File: src/rtl/piso_shift_reg_if.sv
// Load-side handshake and serial output bundle for piso_shift_reg.
// load_valid/load_ready: a word transfers on a rising edge where both are high; parallel_in is only sampled then.
interface piso_shift_reg_if #(
  parameter int WIDTH = 4
);
  logic             load_valid;
  logic [WIDTH-1:0] parallel_in;
  logic             load_ready;
  logic             serial_out;
  logic             serial_valid;
  logic             serial_last;
  logic             busy;

  modport master (
    output load_valid, parallel_in,
    input  load_ready, serial_out, serial_valid, serial_last, busy
  );

  modport slave (
    input  load_valid, parallel_in,
    output load_ready, serial_out, serial_valid, serial_last, busy
  );
endinterface

File: src/rtl/piso_shift_reg.sv
// Parallel-in serial-out shift register with back-to-back frame loading.
// Define PISO_PARITY_EN to append an even-parity bit to every frame.
module piso_shift_reg #(
  parameter int WIDTH     = 4,
  parameter bit MSB_FIRST = 1'b1
) (
  input  logic                 clk,
  input  logic                 rst,
  piso_shift_reg_if.slave      bus,
  output logic                 state_o
);

  localparam logic [0:0] ST_IDLE  = 1'b0;
  localparam logic [0:0] ST_SHIFT = 1'b1;

`ifdef PISO_PARITY_EN
  localparam int FLEN = WIDTH + 1;
`else
  localparam int FLEN = WIDTH;
`endif

  localparam int CW = $clog2(WIDTH + 1);
  localparam logic [CW-1:0] LAST_IDX = CW'(FLEN - 1);

  logic [0:0]       state_q, state_d;
  logic [WIDTH-1:0] shreg_q, shreg_d;
  logic [CW-1:0]    cnt_q, cnt_d;
  logic [CW-1:0]    cnt_next;
  logic             sout_q, sout_d;
  logic             valid_q, valid_d;
  logic             last_q, last_d;
  logic             load_accept;

`ifdef PISO_PARITY_EN
  localparam logic [CW-1:0] PAR_IDX = CW'(WIDTH);
  logic parity_q, parity_d;
`endif

  assign bus.load_ready = rst & ((state_q == ST_IDLE) | last_q);
  assign load_accept    = bus.load_valid & bus.load_ready;
  assign cnt_next       = cnt_q + CW'(1);

  always_comb begin
    state_d = state_q;
    shreg_d = shreg_q;
    cnt_d   = cnt_q;
    sout_d  = sout_q;
    valid_d = valid_q;
    last_d  = last_q;
`ifdef PISO_PARITY_EN
    parity_d = parity_q;
`endif
    if (load_accept) begin
      // The first bit leaves straight away; shreg keeps the rest of the word.
      state_d = ST_SHIFT;
      cnt_d   = '0;
      valid_d = 1'b1;
      last_d  = 1'b0;
      if (MSB_FIRST) begin
        sout_d  = bus.parallel_in[WIDTH-1];
        shreg_d = bus.parallel_in << 1;
      end else begin
        sout_d  = bus.parallel_in[0];
        shreg_d = bus.parallel_in >> 1;
      end
`ifdef PISO_PARITY_EN
      parity_d = ^bus.parallel_in;
`endif
    end else if (state_q == ST_SHIFT) begin
      if (last_q) begin
        state_d = ST_IDLE;
        shreg_d = '0;
        cnt_d   = '0;
        sout_d  = 1'b0;
        valid_d = 1'b0;
        last_d  = 1'b0;
      end else begin
        cnt_d  = cnt_next;
        last_d = (cnt_next == LAST_IDX);
        if (MSB_FIRST) begin
          sout_d  = shreg_q[WIDTH-1];
          shreg_d = shreg_q << 1;
        end else begin
          sout_d  = shreg_q[0];
          shreg_d = shreg_q >> 1;
        end
`ifdef PISO_PARITY_EN
        if (cnt_next == PAR_IDX) begin
          sout_d = parity_q;
        end
`endif
      end
    end
  end

  always_ff @(posedge clk) begin
    if (!rst) begin
      state_q <= ST_IDLE;
      shreg_q <= '0;
      cnt_q   <= '0;
      sout_q  <= 1'b0;
      valid_q <= 1'b0;
      last_q  <= 1'b0;
`ifdef PISO_PARITY_EN
      parity_q <= 1'b0;
`endif
    end else begin
      state_q <= state_d;
      shreg_q <= shreg_d;
      cnt_q   <= cnt_d;
      sout_q  <= sout_d;
      valid_q <= valid_d;
      last_q  <= last_d;
`ifdef PISO_PARITY_EN
      parity_q <= parity_d;
`endif
    end
  end

  assign bus.serial_out   = sout_q;
  assign bus.serial_valid = valid_q;
  assign bus.serial_last  = last_q;
  assign bus.busy         = (state_q == ST_SHIFT);
  assign state_o          = state_q;

endmodule
File: src/flat_wrapper.sv
// flat-port wrapper written by rule: the top's interface ports become plain ports
module piso_shift_reg_flat 
#(
  parameter int WIDTH     = 4,
  parameter bit MSB_FIRST = 1'b1
)
  (clk, rst, state_o, bus_load_valid, bus_parallel_in, bus_load_ready, bus_serial_out, bus_serial_valid, bus_serial_last, bus_busy);
  piso_shift_reg_if #(.WIDTH(WIDTH)) bus_i ();
  input  logic clk;
  input  logic rst;
  output logic state_o;
  input wire logic [$bits(bus_i.load_valid)-1:0] bus_load_valid;
  input wire logic [$bits(bus_i.parallel_in)-1:0] bus_parallel_in;
  output wire logic [$bits(bus_i.load_ready)-1:0] bus_load_ready;
  output wire logic [$bits(bus_i.serial_out)-1:0] bus_serial_out;
  output wire logic [$bits(bus_i.serial_valid)-1:0] bus_serial_valid;
  output wire logic [$bits(bus_i.serial_last)-1:0] bus_serial_last;
  output wire logic [$bits(bus_i.busy)-1:0] bus_busy;
  assign bus_i.load_valid = bus_load_valid;
  assign bus_i.parallel_in = bus_parallel_in;
  assign bus_load_ready = bus_i.load_ready;
  assign bus_serial_out = bus_i.serial_out;
  assign bus_serial_valid = bus_i.serial_valid;
  assign bus_serial_last = bus_i.serial_last;
  assign bus_busy = bus_i.busy;
  piso_shift_reg #(.WIDTH(WIDTH), .MSB_FIRST(MSB_FIRST)) u_core (.clk(clk), .rst(rst), .bus(bus_i), .state_o(state_o));
endmodule
File: config.mk
export PLATFORM = sky130hd
export DESIGN_NAME = piso_shift_reg_flat
export DESIGN_NICKNAME = d
export VERILOG_FILES = /design/src/rtl/piso_shift_reg_if.sv /design/src/rtl/piso_shift_reg.sv /design/src/flat_wrapper.sv
export SDC_FILE = /design/constraint.sdc
export NUM_CORES = 1
export LEC_CHECK = 0
export CAP_MARGIN = 15
export CORE_AREA = 2 2 39 41
export DETAILED_ROUTE_END_ITERATION = 8
export DIE_AREA = 0 0 41 43
export MAX_ROUTING_LAYER = met4
export PLACE_DENSITY = 0.67
export SLEW_MARGIN = 20
export SYNTH_ARGS = -nofsm -noshare
export SYNTH_HDL_FRONTEND = slang
export SYNTH_SLANG_ARGS = --single-unit
File: constraint.sdc
create_clock -name clk -period 2.2 [get_ports clk]
set_input_delay 0.66 -clock clk [delete_from_list [all_inputs] [get_ports clk]]
set_output_delay 0.66 -clock clk [all_outputs]
set_load 0.02 [all_outputs]
==> flow_summary.ini <==
[finish]
n_antenna_cell = 0
final_cell_mix = clkdlybuf4s50_1 (11), dfxtp_1 (10), inv_1 (5)
area_growth_pct = 28.9
design_area_um2 = 692
drive_gt1_share_pct = 17.1
register_area_um2 = 200
multi_input_area_um2 = 279
design.final.nets = 81
mostFrequentLayoutCell = clkdlybuf4s50_1
stdcell_count = 86
final_util_pct = 50.0
fillers = 128

[worst_setup_path]
path_buf_inv = 2
slowest_delay_ps = 480
r2r_end = u_core.cnt_q[2]
critPathRequiredTime_ps = 1540
crit_arrival_ps = 1520
reg2reg_depth = 4
crit_family = buffers and inverters
reg2reg_from = u_core.bus.busy
cp-start-kind = primary input
ff2ff_setup_slack_ps = 990
path_class = primary input to output port
worstSetupEndpointType = output port
path_cells = clkdlybuf4s50_1 > and2_1 > clkdlybuf4s15_2
cpMaxStageDelayCell = clkdlybuf4s50_1
cp_max_fo = 2

[place]
portBuffers = 12
dpl_cell_area_um2 = 668
hpwl_um = 727
place.gp.congestion = 0.711
dp_cells = 83
preCtsSetupSlack_ps = -331

[floorplanning]
num_rows = 14
start_util_pct = 38.8
die_area_mm2 = 0.00176
core-area_mm2 = 0.00138
num_io_pins = 13
die_w_um = 41
die_h_um = 43

[synthesis]
synth_compound_area_share_pct = 20.5
synthXorXnorAreaFrac_pct = 1.63
synth_seq_cells = 10
ys.flop_type = dfxtp_1
syn_nets = 65
yosysSeqAreaShare_pct = 37.3
synth_area_per_cell_um2 = 9.59
synth_fa_ha_area_share_pct = 4.66
syn_inst = 56
synthMuxAreaShare_pct = 3.73
yosys.area_share.simple_pct = 21.4
async_flop_share_pct = 0
synth_top_family_by_area = simple AND/OR/NAND/NOR gates
yosysWarningCount = 0
syn-cell-area_um2 = 537
synth_edf_count = 0
yosysUniqueCellTypes = 27

[timing]
slew_viol_final = 0
max_freq_ghz = 0.459
tns_ps = 0
min_period_ps = 2180
setup_viol = 0
tightest_slew_ps = 335
whs_ps = 529
skew_ps = 5.93
setup_ws_ps = 21.3
period_share_pct = 99.0
rsz0062_at_grt = no
slew_headroom_pct = 77.6
finalHoldViolCount = 0

[run_status]
status = finished clean

[cts]
numClockSinks = 10
cts_root_buffer = clkbuf_4
cts_htree_levels = 1
clk_path_buf_depth = 2
insertion_delay_ps = 270
clk_pin_slew_ps = 60
tritoncts = built
numCtsBuffers = 3

[power_and_ir_drop]
fin_total_pwr_mw = 0.398
peakVddDrop_uv = 324
leakage_nw = 0.261
p_sw_share_pct = 25.6
p_per_area_mw_per_mm2 = 575
p_int_mw = 0.296
pwr-share-seq_pct = 49.6
p_comb_share_pct = 19.6
power_switching_mw = 0.102
pwr-share-clk_pct = 30.9

[detailed_routing]
vias = 443
viasPerCell = 5.15
wl_per_cell_um = 11.6
drt-pass1-iter-count = 2
drc = 0
ant_nets = 0
routed_wirelength_um = 1000
drt_iter0_drc = 6

[min_path]
hold_class = flip-flop to flip-flop
hold_path_end = u_core.cnt_q[2]
min_path_cells = 1
worstHoldStart = u_core.cnt_q[2]

[grt]
grt_max_degree = 15
gr-total-overflow = 0
grt_pass1_wl_um = 1590
grt_pass1_vias = 375
grt_usage_pct = 14.2
antenna_found_initial = 0

[job]
cap_violations = 0
-- cell families after synthesis --
kind of cell    Yosys count
mux                       2
fa+ha+maj                 2
xor+xnor                  1
buf+inv                  10
flops                    10
simple gates             16
compound gates           15
-- timing repair --
action,4_1_cts,5_1_grt
hold buffers,0,0
setup endpoints to repair,1,0
gates resized for setup,3,0
setup buffers,0,0
-- worst max path at each step --
stage,startpoint,to,slack (ps),depth (start not counted)
global route,rst,bus_load_ready,2,3
CTS,rst,bus_load_ready,0.8,3
floorplan,rst,bus_load_ready,410,2
finish,rst,bus_load_ready,20,3
detailed placement,rst,bus_load_ready,-330,3
global placement,rst,bus_load_ready,-350,3
-- power by group through the flow --
stage / Sequential [mW] / Clock, mW / Combinational (mW)
2_1_floorplan: 0.207 / 0 / 0.0415
3_3_place_gp: 0.201 / 0 / 0.0783
3_5_place_dp: 0.202 / 0 / 0.0792
4_1_cts: 0.197 / 0.128 / 0.0791
5_1_grt: 0.198 / 0.136 / 0.0856
6_report: 0.197 / 0.123 / 0.0778
-- flip-flops by register name, indices dropped and copies added, names as in the netlist --
signal and flops:
u_core.bus.busy 1, u_core.bus.serial_valid 1, u_core.cnt_q 3, u_core.bus.serial_last 1
u_core.bus.serial_out 1, u_core.shreg_q 3
-- metal layers --
layer / up-vias / wire [um] / global-route usage [%]
met3: 2 / 70 / 9.42
met4: 0 / 6 / 4.00
li1: 229 / - / -
met1: 201 / 468 / 16.5
met2: 11 / 455 / 19.7
met5: - / 0 / -
-- area by class of cell --
cell class / count / share of cell area, %
clock buffers: 3 / 3.25
inverters: 5 / 2.71
multi-input cells: 36 / 40.3
flip-flops and latches: 10 / 28.9
well taps: 16 / 2.89
repair buffers: 16 / 21.9
-- Yosys cell counts, types with 2 or more instances --
master,instances,area (um^2)
dfxtp_1,10,200
a22o_1,3,26.3
o32ai_1,4,35.0
nor2b_1,2,12.5
o21ai_0,2,10.0
mux2i_1,2,20.0
nand2_1,3,11.3
a21oi_1,2,10.0
and2_1,3,18.8
buf_6,2,22.5
ha_1,2,25.0
nor3b_1,2,15.0
inv_1,5,18.8
No activity file was read; power rests on OpenSTA's default activity.
